## src/rtl/matrix_mem_responder_if.sv

```systemverilog
// Bundle of matrix_mul stream signals and host load/readback signals for matrix_mem_responder.
// The slave modport is the responder's view; master is the driver side (matrix_mul plus host).
interface matrix_mem_responder_if #(
  parameter int DW = 16,
  parameter int AW = 6
);
  logic [3:0]    sizes;
  logic          ren;
  logic          raddr;
  logic [DW-1:0] rdata;
  logic          wen;
  logic [DW-1:0] wdata;
  logic          finish;
  logic          ld_en;
  logic          ld_sel;
  logic [AW-1:0] ld_addr;
  logic [DW-1:0] ld_data;
  logic          c_clr;
  logic [AW-1:0] c_rd_addr;
  logic [DW-1:0] c_rd_data;
  logic [AW:0]   c_cnt;
  logic          c_done;
  logic          busy;
  logic          ovf_err;
  logic          cfg_err;

  modport master (
    output sizes, ren, raddr, wen, wdata, finish,
    output ld_en, ld_sel, ld_addr, ld_data, c_clr, c_rd_addr,
    input  rdata, c_rd_data, c_cnt, c_done, busy, ovf_err, cfg_err
  );

  modport slave (
    input  sizes, ren, raddr, wen, wdata, finish,
    input  ld_en, ld_sel, ld_addr, ld_data, c_clr, c_rd_addr,
    output rdata, c_rd_data, c_cnt, c_done, busy, ovf_err, cfg_err
  );
endinterface

```

## src/rtl/matrix_mem_responder.sv

```systemverilog
// Memory-side responder for matrix_mul: streams operand A/B bursts on rdata and captures the
// result stream into C; a host port loads A/B and reads C back.
module matrix_mem_responder #(
  parameter int DW   = 16,
  parameter int MAXN = 6,
  parameter int AW   = 6
) (
  input logic                   clk,
  input logic                   rstn,
  matrix_mem_responder_if.slave bus
);
  localparam int Depth = MAXN * MAXN;

  typedef logic [AW:0] cnt_t;
  localparam cnt_t MaxNC  = cnt_t'(MAXN);
  localparam cnt_t DepthC = cnt_t'(Depth);
  localparam cnt_t One    = cnt_t'(1);

  typedef enum logic [1:0] {IDLE, SEND, DONE_RD} state_e;

  state_e        state_q, state_d;
  logic          sel_q, sel_d;
  cnt_t          tot_q, tot_d;
  cnt_t          idx_q, idx_d;
  logic [DW-1:0] rdata_q, rdata_d;
  logic          busy_q, busy_d;
  logic          cfgErr_q, cfgErr_d;
  cnt_t          cCnt_q, cCnt_d;
  logic          cDone_q, cDone_d;
  logic          ovfErr_q, ovfErr_d;
  logic [DW-1:0] cRdData_q, cRdData_d;

  logic [DW-1:0] memA [Depth];
  logic [DW-1:0] memB [Depth];
  logic [DW-1:0] memC [Depth];

  cnt_t          nEff;
  cnt_t          total;
  cnt_t          cBase;
  logic          ldValid;
  logic          cWrEn;
  logic [AW-1:0] cWrAddr;

  assign nEff  = (cnt_t'(bus.sizes) > MaxNC) ? MaxNC : cnt_t'(bus.sizes);
  assign total = nEff * nEff;

  // Read-burst FSM: word 0 is fetched on the starting edge, so word k lands on rdata k edges later.
  always_comb begin
    state_d  = state_q;
    sel_d    = sel_q;
    tot_d    = tot_q;
    idx_d    = idx_q;
    rdata_d  = rdata_q;
    busy_d   = busy_q;
    cfgErr_d = 1'b0;
    unique case (state_q)
      IDLE: begin
        if (bus.ren) begin
          if (bus.sizes == 4'd0) begin
            cfgErr_d = 1'b1;
          end else begin
            sel_d   = bus.raddr;
            tot_d   = total;
            rdata_d = bus.raddr ? memB[0] : memA[0];
            idx_d   = One;
            busy_d  = 1'b1;
            state_d = SEND;
          end
        end
      end
      SEND: begin
        if (!bus.ren) begin
          busy_d  = 1'b0;
          state_d = IDLE;
        end else if (idx_q < tot_q) begin
          rdata_d = sel_q ? memB[idx_q[AW-1:0]] : memA[idx_q[AW-1:0]];
          idx_d   = idx_q + One;
        end else begin
          busy_d  = 1'b0;
          state_d = DONE_RD;
        end
      end
      DONE_RD: begin
        busy_d = 1'b0;
        if (!bus.ren) state_d = IDLE;
      end
      default: state_d = IDLE;
    endcase
  end

  // Result capture and host side; a same-edge clear is applied before the incoming word is counted.
  always_comb begin
    cBase     = bus.c_clr ? '0 : cCnt_q;
    cCnt_d    = cBase;
    cDone_d   = bus.c_clr ? 1'b0 : cDone_q;
    ovfErr_d  = bus.c_clr ? 1'b0 : ovfErr_q;
    cWrEn     = 1'b0;
    cWrAddr   = cBase[AW-1:0];
    ldValid   = 1'b0;
    cRdData_d = '0;
    if (bus.wen) begin
      if ((cBase == tot_q) || (cBase == DepthC)) begin
        ovfErr_d = 1'b1;
      end else begin
        cWrEn  = rstn;
        cCnt_d = cBase + One;
        if ((cBase + One) == tot_q) cDone_d = 1'b1;
      end
    end
    if (bus.finish) cDone_d = 1'b1;
    if (bus.ld_en) begin
      if ({1'b0, bus.ld_addr} < DepthC) ldValid = rstn;
      else                              ovfErr_d = 1'b1;
    end
    if ({1'b0, bus.c_rd_addr} < DepthC) cRdData_d = memC[bus.c_rd_addr];
  end

  always_ff @(posedge clk) begin
    if (!rstn) begin
      state_q   <= IDLE;
      sel_q     <= 1'b0;
      tot_q     <= DepthC;
      idx_q     <= '0;
      rdata_q   <= '0;
      busy_q    <= 1'b0;
      cfgErr_q  <= 1'b0;
      cCnt_q    <= '0;
      cDone_q   <= 1'b0;
      ovfErr_q  <= 1'b0;
      cRdData_q <= '0;
    end else begin
      state_q   <= state_d;
      sel_q     <= sel_d;
      tot_q     <= tot_d;
      idx_q     <= idx_d;
      rdata_q   <= rdata_d;
      busy_q    <= busy_d;
      cfgErr_q  <= cfgErr_d;
      cCnt_q    <= cCnt_d;
      cDone_q   <= cDone_d;
      ovfErr_q  <= ovfErr_d;
      cRdData_q <= cRdData_d;
    end
  end

  // Storage is never cleared; a load colliding with the burst read returns the old word.
  always_ff @(posedge clk) begin
    if (ldValid) begin
      if (bus.ld_sel) memB[bus.ld_addr] <= bus.ld_data;
      else            memA[bus.ld_addr] <= bus.ld_data;
    end
    if (cWrEn) memC[cWrAddr] <= bus.wdata;
  end

  assign bus.rdata     = rdata_q;
  assign bus.c_rd_data = cRdData_q;
  assign bus.c_cnt     = cCnt_q;
  assign bus.c_done    = cDone_q;
  assign bus.busy      = busy_q;
  assign bus.ovf_err   = ovfErr_q;
  assign bus.cfg_err   = cfgErr_q;
endmodule

```

## src/flat_wrapper.sv

```systemverilog
// flat-port wrapper written by rule: the top's interface ports become plain ports
module matrix_mem_responder_flat 
#(
  parameter int DW   = 16,
  parameter int MAXN = 6,
  parameter int AW   = 6
)
  (clk, rstn, bus_sizes, bus_ren, bus_raddr, bus_wen, bus_wdata, bus_finish, bus_ld_en, bus_ld_sel, bus_ld_addr, bus_ld_data, bus_c_clr, bus_c_rd_addr, bus_rdata, bus_c_rd_data, bus_c_cnt, bus_c_done, bus_busy, bus_ovf_err, bus_cfg_err);
  matrix_mem_responder_if #(.DW(DW), .AW(AW)) bus_i ();
  input logic clk;
  input logic rstn;
  input wire logic [$bits(bus_i.sizes)-1:0] bus_sizes;
  input wire logic [$bits(bus_i.ren)-1:0] bus_ren;
  input wire logic [$bits(bus_i.raddr)-1:0] bus_raddr;
  input wire logic [$bits(bus_i.wen)-1:0] bus_wen;
  input wire logic [$bits(bus_i.wdata)-1:0] bus_wdata;
  input wire logic [$bits(bus_i.finish)-1:0] bus_finish;
  input wire logic [$bits(bus_i.ld_en)-1:0] bus_ld_en;
  input wire logic [$bits(bus_i.ld_sel)-1:0] bus_ld_sel;
  input wire logic [$bits(bus_i.ld_addr)-1:0] bus_ld_addr;
  input wire logic [$bits(bus_i.ld_data)-1:0] bus_ld_data;
  input wire logic [$bits(bus_i.c_clr)-1:0] bus_c_clr;
  input wire logic [$bits(bus_i.c_rd_addr)-1:0] bus_c_rd_addr;
  output wire logic [$bits(bus_i.rdata)-1:0] bus_rdata;
  output wire logic [$bits(bus_i.c_rd_data)-1:0] bus_c_rd_data;
  output wire logic [$bits(bus_i.c_cnt)-1:0] bus_c_cnt;
  output wire logic [$bits(bus_i.c_done)-1:0] bus_c_done;
  output wire logic [$bits(bus_i.busy)-1:0] bus_busy;
  output wire logic [$bits(bus_i.ovf_err)-1:0] bus_ovf_err;
  output wire logic [$bits(bus_i.cfg_err)-1:0] bus_cfg_err;
  assign bus_i.sizes = bus_sizes;
  assign bus_i.ren = bus_ren;
  assign bus_i.raddr = bus_raddr;
  assign bus_i.wen = bus_wen;
  assign bus_i.wdata = bus_wdata;
  assign bus_i.finish = bus_finish;
  assign bus_i.ld_en = bus_ld_en;
  assign bus_i.ld_sel = bus_ld_sel;
  assign bus_i.ld_addr = bus_ld_addr;
  assign bus_i.ld_data = bus_ld_data;
  assign bus_i.c_clr = bus_c_clr;
  assign bus_i.c_rd_addr = bus_c_rd_addr;
  assign bus_rdata = bus_i.rdata;
  assign bus_c_rd_data = bus_i.c_rd_data;
  assign bus_c_cnt = bus_i.c_cnt;
  assign bus_c_done = bus_i.c_done;
  assign bus_busy = bus_i.busy;
  assign bus_ovf_err = bus_i.ovf_err;
  assign bus_cfg_err = bus_i.cfg_err;
  matrix_mem_responder #(.DW(DW), .MAXN(MAXN), .AW(AW)) u_core (.clk(clk), .rstn(rstn), .bus(bus_i));
endmodule
```

## config.mk

```make
export PLATFORM = sky130hd
export DESIGN_NAME = matrix_mem_responder_flat
export DESIGN_NICKNAME = d
export VERILOG_FILES = /design/src/rtl/matrix_mem_responder_if.sv /design/src/rtl/matrix_mem_responder.sv /design/src/flat_wrapper.sv
export SDC_FILE = /design/constraint.sdc
export NUM_CORES = 2
export LEC_CHECK = 0
export CAP_MARGIN = 5
export CORE_MARGIN = 2
export CORE_UTILIZATION = 63
export DETAILED_ROUTE_END_ITERATION = 7
export DONT_BUFFER_PORTS = 1
export PLACE_DENSITY = 0.82
export SYNTH_ARGS = -nofsm -noshare
export SYNTH_HDL_FRONTEND = slang
export SYNTH_SLANG_ARGS = --single-unit
```

## constraint.sdc

```tcl
create_clock -name clk -period 4.31 [get_ports clk]
set_input_delay 0.6465 -clock clk [delete_from_list [all_inputs] [get_ports clk]]
set_output_delay 0.6465 -clock clk [all_outputs]
set_load 0.1 [all_outputs]
```

==> impl_metrics.ini <==
[run_status]
run_status = finished clean

[layout]
fill_cells = 6041
stdcell_area_mm2 = 0.0786
syn_to_final_growth_pct = 12.1
fin_nets = 3653
share_of_layout_cells_above_drive_strength_1_pct = 24.3

[flow_run]
max-cap-violations = 0

[worst_setup_path]
timing_worst_setup_path_type = flip-flop to flip-flop
timing.rr.end = u_core.bus.rdata[0]
worstSetupEndpointType = flip-flop
cp_data_required_time_ns = 4.91
worst-path-max-fanout = 42
regToRegSetupSlack_ns = 0.31
number_of_cells_traversed_by_the_worst_register_to_register_path = 8
start_kind = flip-flop
arrival_ns = 4.60

[synth]
async_flop_share_pct = 0
synth_area_leaders = sky130_fd_sc_hd__edfxtp_1 74%, sky130_fd_sc_hd__mux4_2 13%, sky130_fd_sc_hd__mux2i_1 2.5%, sky130_fd_sc_hd__dfxtp_1 1.9%, sky130_fd_sc_hd__nor2_1 1.0%
synth_top_flop_cell = sky130_fd_sc_hd__edfxtp_1
synth.distinct_cells = 71
synthDominantCellAreaShare_pct = 74.0
synth_cells = 3376
synth_largest_area_cell = sky130_fd_sc_hd__edfxtp_1
yosysWarnings = 0
synth-seq-area-share_pct = 75.9
synth.cell_area_mm2 = 0.0701
syn-mean-instance-area_um2 = 20.8
number_of_enable_flip_flop_cells_after_synthesis = 1728
ys_seq_elements = 1793

[floorplanning]
boundaryPins = 100
total_die_area_mm2 = 0.114
floorplan.initialDensity_pct = 63.4
die_height_um = 338
row_count = 122
core_area_mm2 = 0.111
chipWidth_um = 338

[placement]
hpwlAfterDp_um = 106000
place.gp.congestion = 0.902
io_buffer_count = 0
pre_cts_ws_ns = 0.824
placed_area_mm2 = 0.0725

[power]
switchingPower_w = 0.00795
p_sw_share_pct = 22.1
power_frac_clock_pct = 40.2
power-per-cell-area_mw_per_mm2 = 457
pwr-share-comb_pct = 5.6
cell_internal_pwr_w = 0.0280
irDropWorstVdd_mv = 0.408
power.leakage_nw = 24.4
seq_power_share_pct = 54.1
power.total_w = 0.0359

[routing]
viasPerCell = 7.27
initialDrtViolationCount = 6419
detail_route.first_pass.iterations = 8
route.final.wire_length_um = 189000
drt_drc_violations_left = 0
route.vias.total = 37900
avgRoutedWirePerCell_um = 36.3
ant_nets = 0

[min_path]
holdCritStartpoint = rstn
hp-class = primary input to flip-flop
min_delay_path_depth = 2
holdPathEnd = u_core.state_q[1]

[clock_network]
clk_root_buffer_cell = sky130_fd_sc_hd__clkbuf_16
number_of_levels_in_the_clock_h_tree = 4
tritoncts = done
postCtsSetupBuffers = 0
clkLatencyLatePin_ns = 0.79
clk_path_buf_depth = 3
cts-buffers-inserted = 166
clk_pin_slew_ns = 0.07
cts_sinks = 1793

[global_routing]
overflow = 0
first_global_vias = 37600
grt_pass1_wl_um = 271000
grt_max_degree = 145
initial_antenna_violation_count = 2
track_usage_pct = 33.8

[timing]
hold_violation_total_from_the_final_report = 0
setup_repair_after_global_routing_missed_its_margin = no
totalNegativeSetupSlack_ns = 0
max_transition_viols_final = 0
skew_ns = 0.0234
final-setup-viol-count = 0
max_slew_margin_pct = 5.70
final.setup.worst_slack_ns = 0.308
achievable-frequency_mhz = 250
post_route_fraction_of_the_period_consumed_by_the_critical_path_pct = 92.8
finalCriticalPeriod_ns = 4.00
worst_slew_pin_slew_ns = 1.41
-- critical path, stage by stage, from the launching register on --
cell and delay, ns:
sky130_fd_sc_hd__dfxtp_4 0.98, sky130_fd_sc_hd__buf_12 0.33, sky130_fd_sc_hd__buf_4 0.28, sky130_fd_sc_hd__mux4_2 0.52, sky130_fd_sc_hd__nor2b_1 0.15, sky130_fd_sc_hd__a211oi_1 0.25, sky130_fd_sc_hd__a211oi_1 0.10, sky130_fd_sc_hd__nor4_1 0.97
sky130_fd_sc_hd__nor3_1 0.14
-- per-stage QoR --
stage | util (%) | cells | hold WS [ns]
6_report | 71.1 | 5209 | 0.0501
5_1_grt | 71.1 | 5206 | 0.0320
4_1_cts | 71.1 | 5206 | 0.00838
3_5_place_dp | 65.6 | 4862 | 0.499
3_3_place_gp | 65.6 | 4862 | 0.456
2_1_floorplan | - | 3378 | 0.484
-- worst max path at each step --
stage | startpoint | endpoint | cells after the start
3_5_place_dp | flip-flop | u_core.bus.rdata[0] | 8
6_report | flip-flop | u_core.bus.rdata[0] | 8
5_1_grt | flip-flop | u_core.bus.rdata[0] | 8
2_1_floorplan | u_core.bus.c_cnt[0] | u_core.memC[22][0] | 10
4_1_cts | flip-flop | u_core.bus.rdata[0] | 8
3_3_place_gp | flip-flop | u_core.bus.rdata[0] | 8
-- layout make-up --
type	count	area (um2)	share of cell area, %
antenna	3	7.51	0.00955
clock buffer	202	4310	5.48
clock inverter	105	991	1.26
inverter	22	82.6	0.105
multi-input combinational	1379	15900	20.2
sequential	1793	53200	67.7
tap	1488	1860	2.37
timing repair buffer	217	2290	2.91
-- synth_stat cells (all sizes together), types with 39 or more instances --
master and n:
a211oi 43, a21oi 52, buf 121, clkbuf 63
dfxtp 65, edfxtp 1728, mux2i 174, mux4 409
nand2 73, nor2 193, nor2b 39, o21ai 47
-- state kept, by name (all words and copies together), names as in the netlist, named ones only --
| register | count |
|---|---|
| u_core.memA | 576 |
| u_core.bus.rdata | 16 |
| u_core.state_q | 2 |
| u_core.memC | 576 |
| u_core.tot_q | 6 |
| u_core.idx_q | 7 |
| u_core.bus.c_rd_data | 16 |
| u_core.bus.c_cnt | 7 |
| u_core.sel_q | 1 |
| u_core.bus.cfg_err | 1 |
| u_core.bus.c_done | 1 |
| u_core.bus.busy | 1 |
| u_core.memB | 576 |
| u_core.bus.ovf_err | 1 |
-- cells by family after synthesis --
family                   after synthesis  share of synthesized area [%]
AND/OR/NAND/NOR                      430                           2.97
adder cells (fa/ha/maj)               17                          0.314
multiplexers                         617                           16.2
buffers and inverters                206                           1.50
XOR/XNOR                              17                          0.212
flip-flops                          1793                           75.9
other                                  2                         0.0107
AO/OA/AOI/OAI                        294                           2.93
-- what timing repair did --
item / in CTS / in global routing
endpoints found under the hold margin: 1681 / 0
hold buffers: 37 / 0
resized for setup: 0 / 0
setup endpoints to repair: 0 / 0
-- per-layer routing --
layer	part of all wire [%]	up-vias	track usage [%]
met2	50	3486	55.2
met3	12	647	7.49
met4	6.2	2	17.6
met5	0.0074	-	0
met1	32	19300	43.1
li1	-	14400	-
-- placed cells by master, fill, tap and decap left out, types with 35 or more instances in the layout --
cell / count
sky130_fd_sc_hd__mux4_2: 409
sky130_fd_sc_hd__nor2b_1: 39
sky130_fd_sc_hd__a21oi_1: 52
sky130_fd_sc_hd__clkinv_1: 46
sky130_fd_sc_hd__o21ai_0: 46
sky130_fd_sc_hd__nor2_1: 193
sky130_fd_sc_hd__clkbuf_16: 167
sky130_fd_sc_hd__dfxtp_1: 61
sky130_fd_sc_hd__nand2_1: 73
sky130_fd_sc_hd__a211oi_1: 43
sky130_fd_sc_hd__edfxtp_1: 1728
sky130_fd_sc_hd__mux2i_1: 174
sky130_fd_sc_hd__buf_4: 170
sky130_fd_sc_hd__clkbuf_1: 35
-- power groups by stage --
stage / clock, W / sequential [W] / combinational (W)
after global placement: 0 / 0.0198 / 0.00154
after detailed placement: 0 / 0.0198 / 0.00158
after CTS: 0.0145 / 0.0194 / 0.00198
final: 0.0145 / 0.0194 / 0.00203
after global routing: 0.0151 / 0.0194 / 0.00209
after floorplan: 0 / 0.0198 / 0.00117
Power figures use the tool's default switching activity.
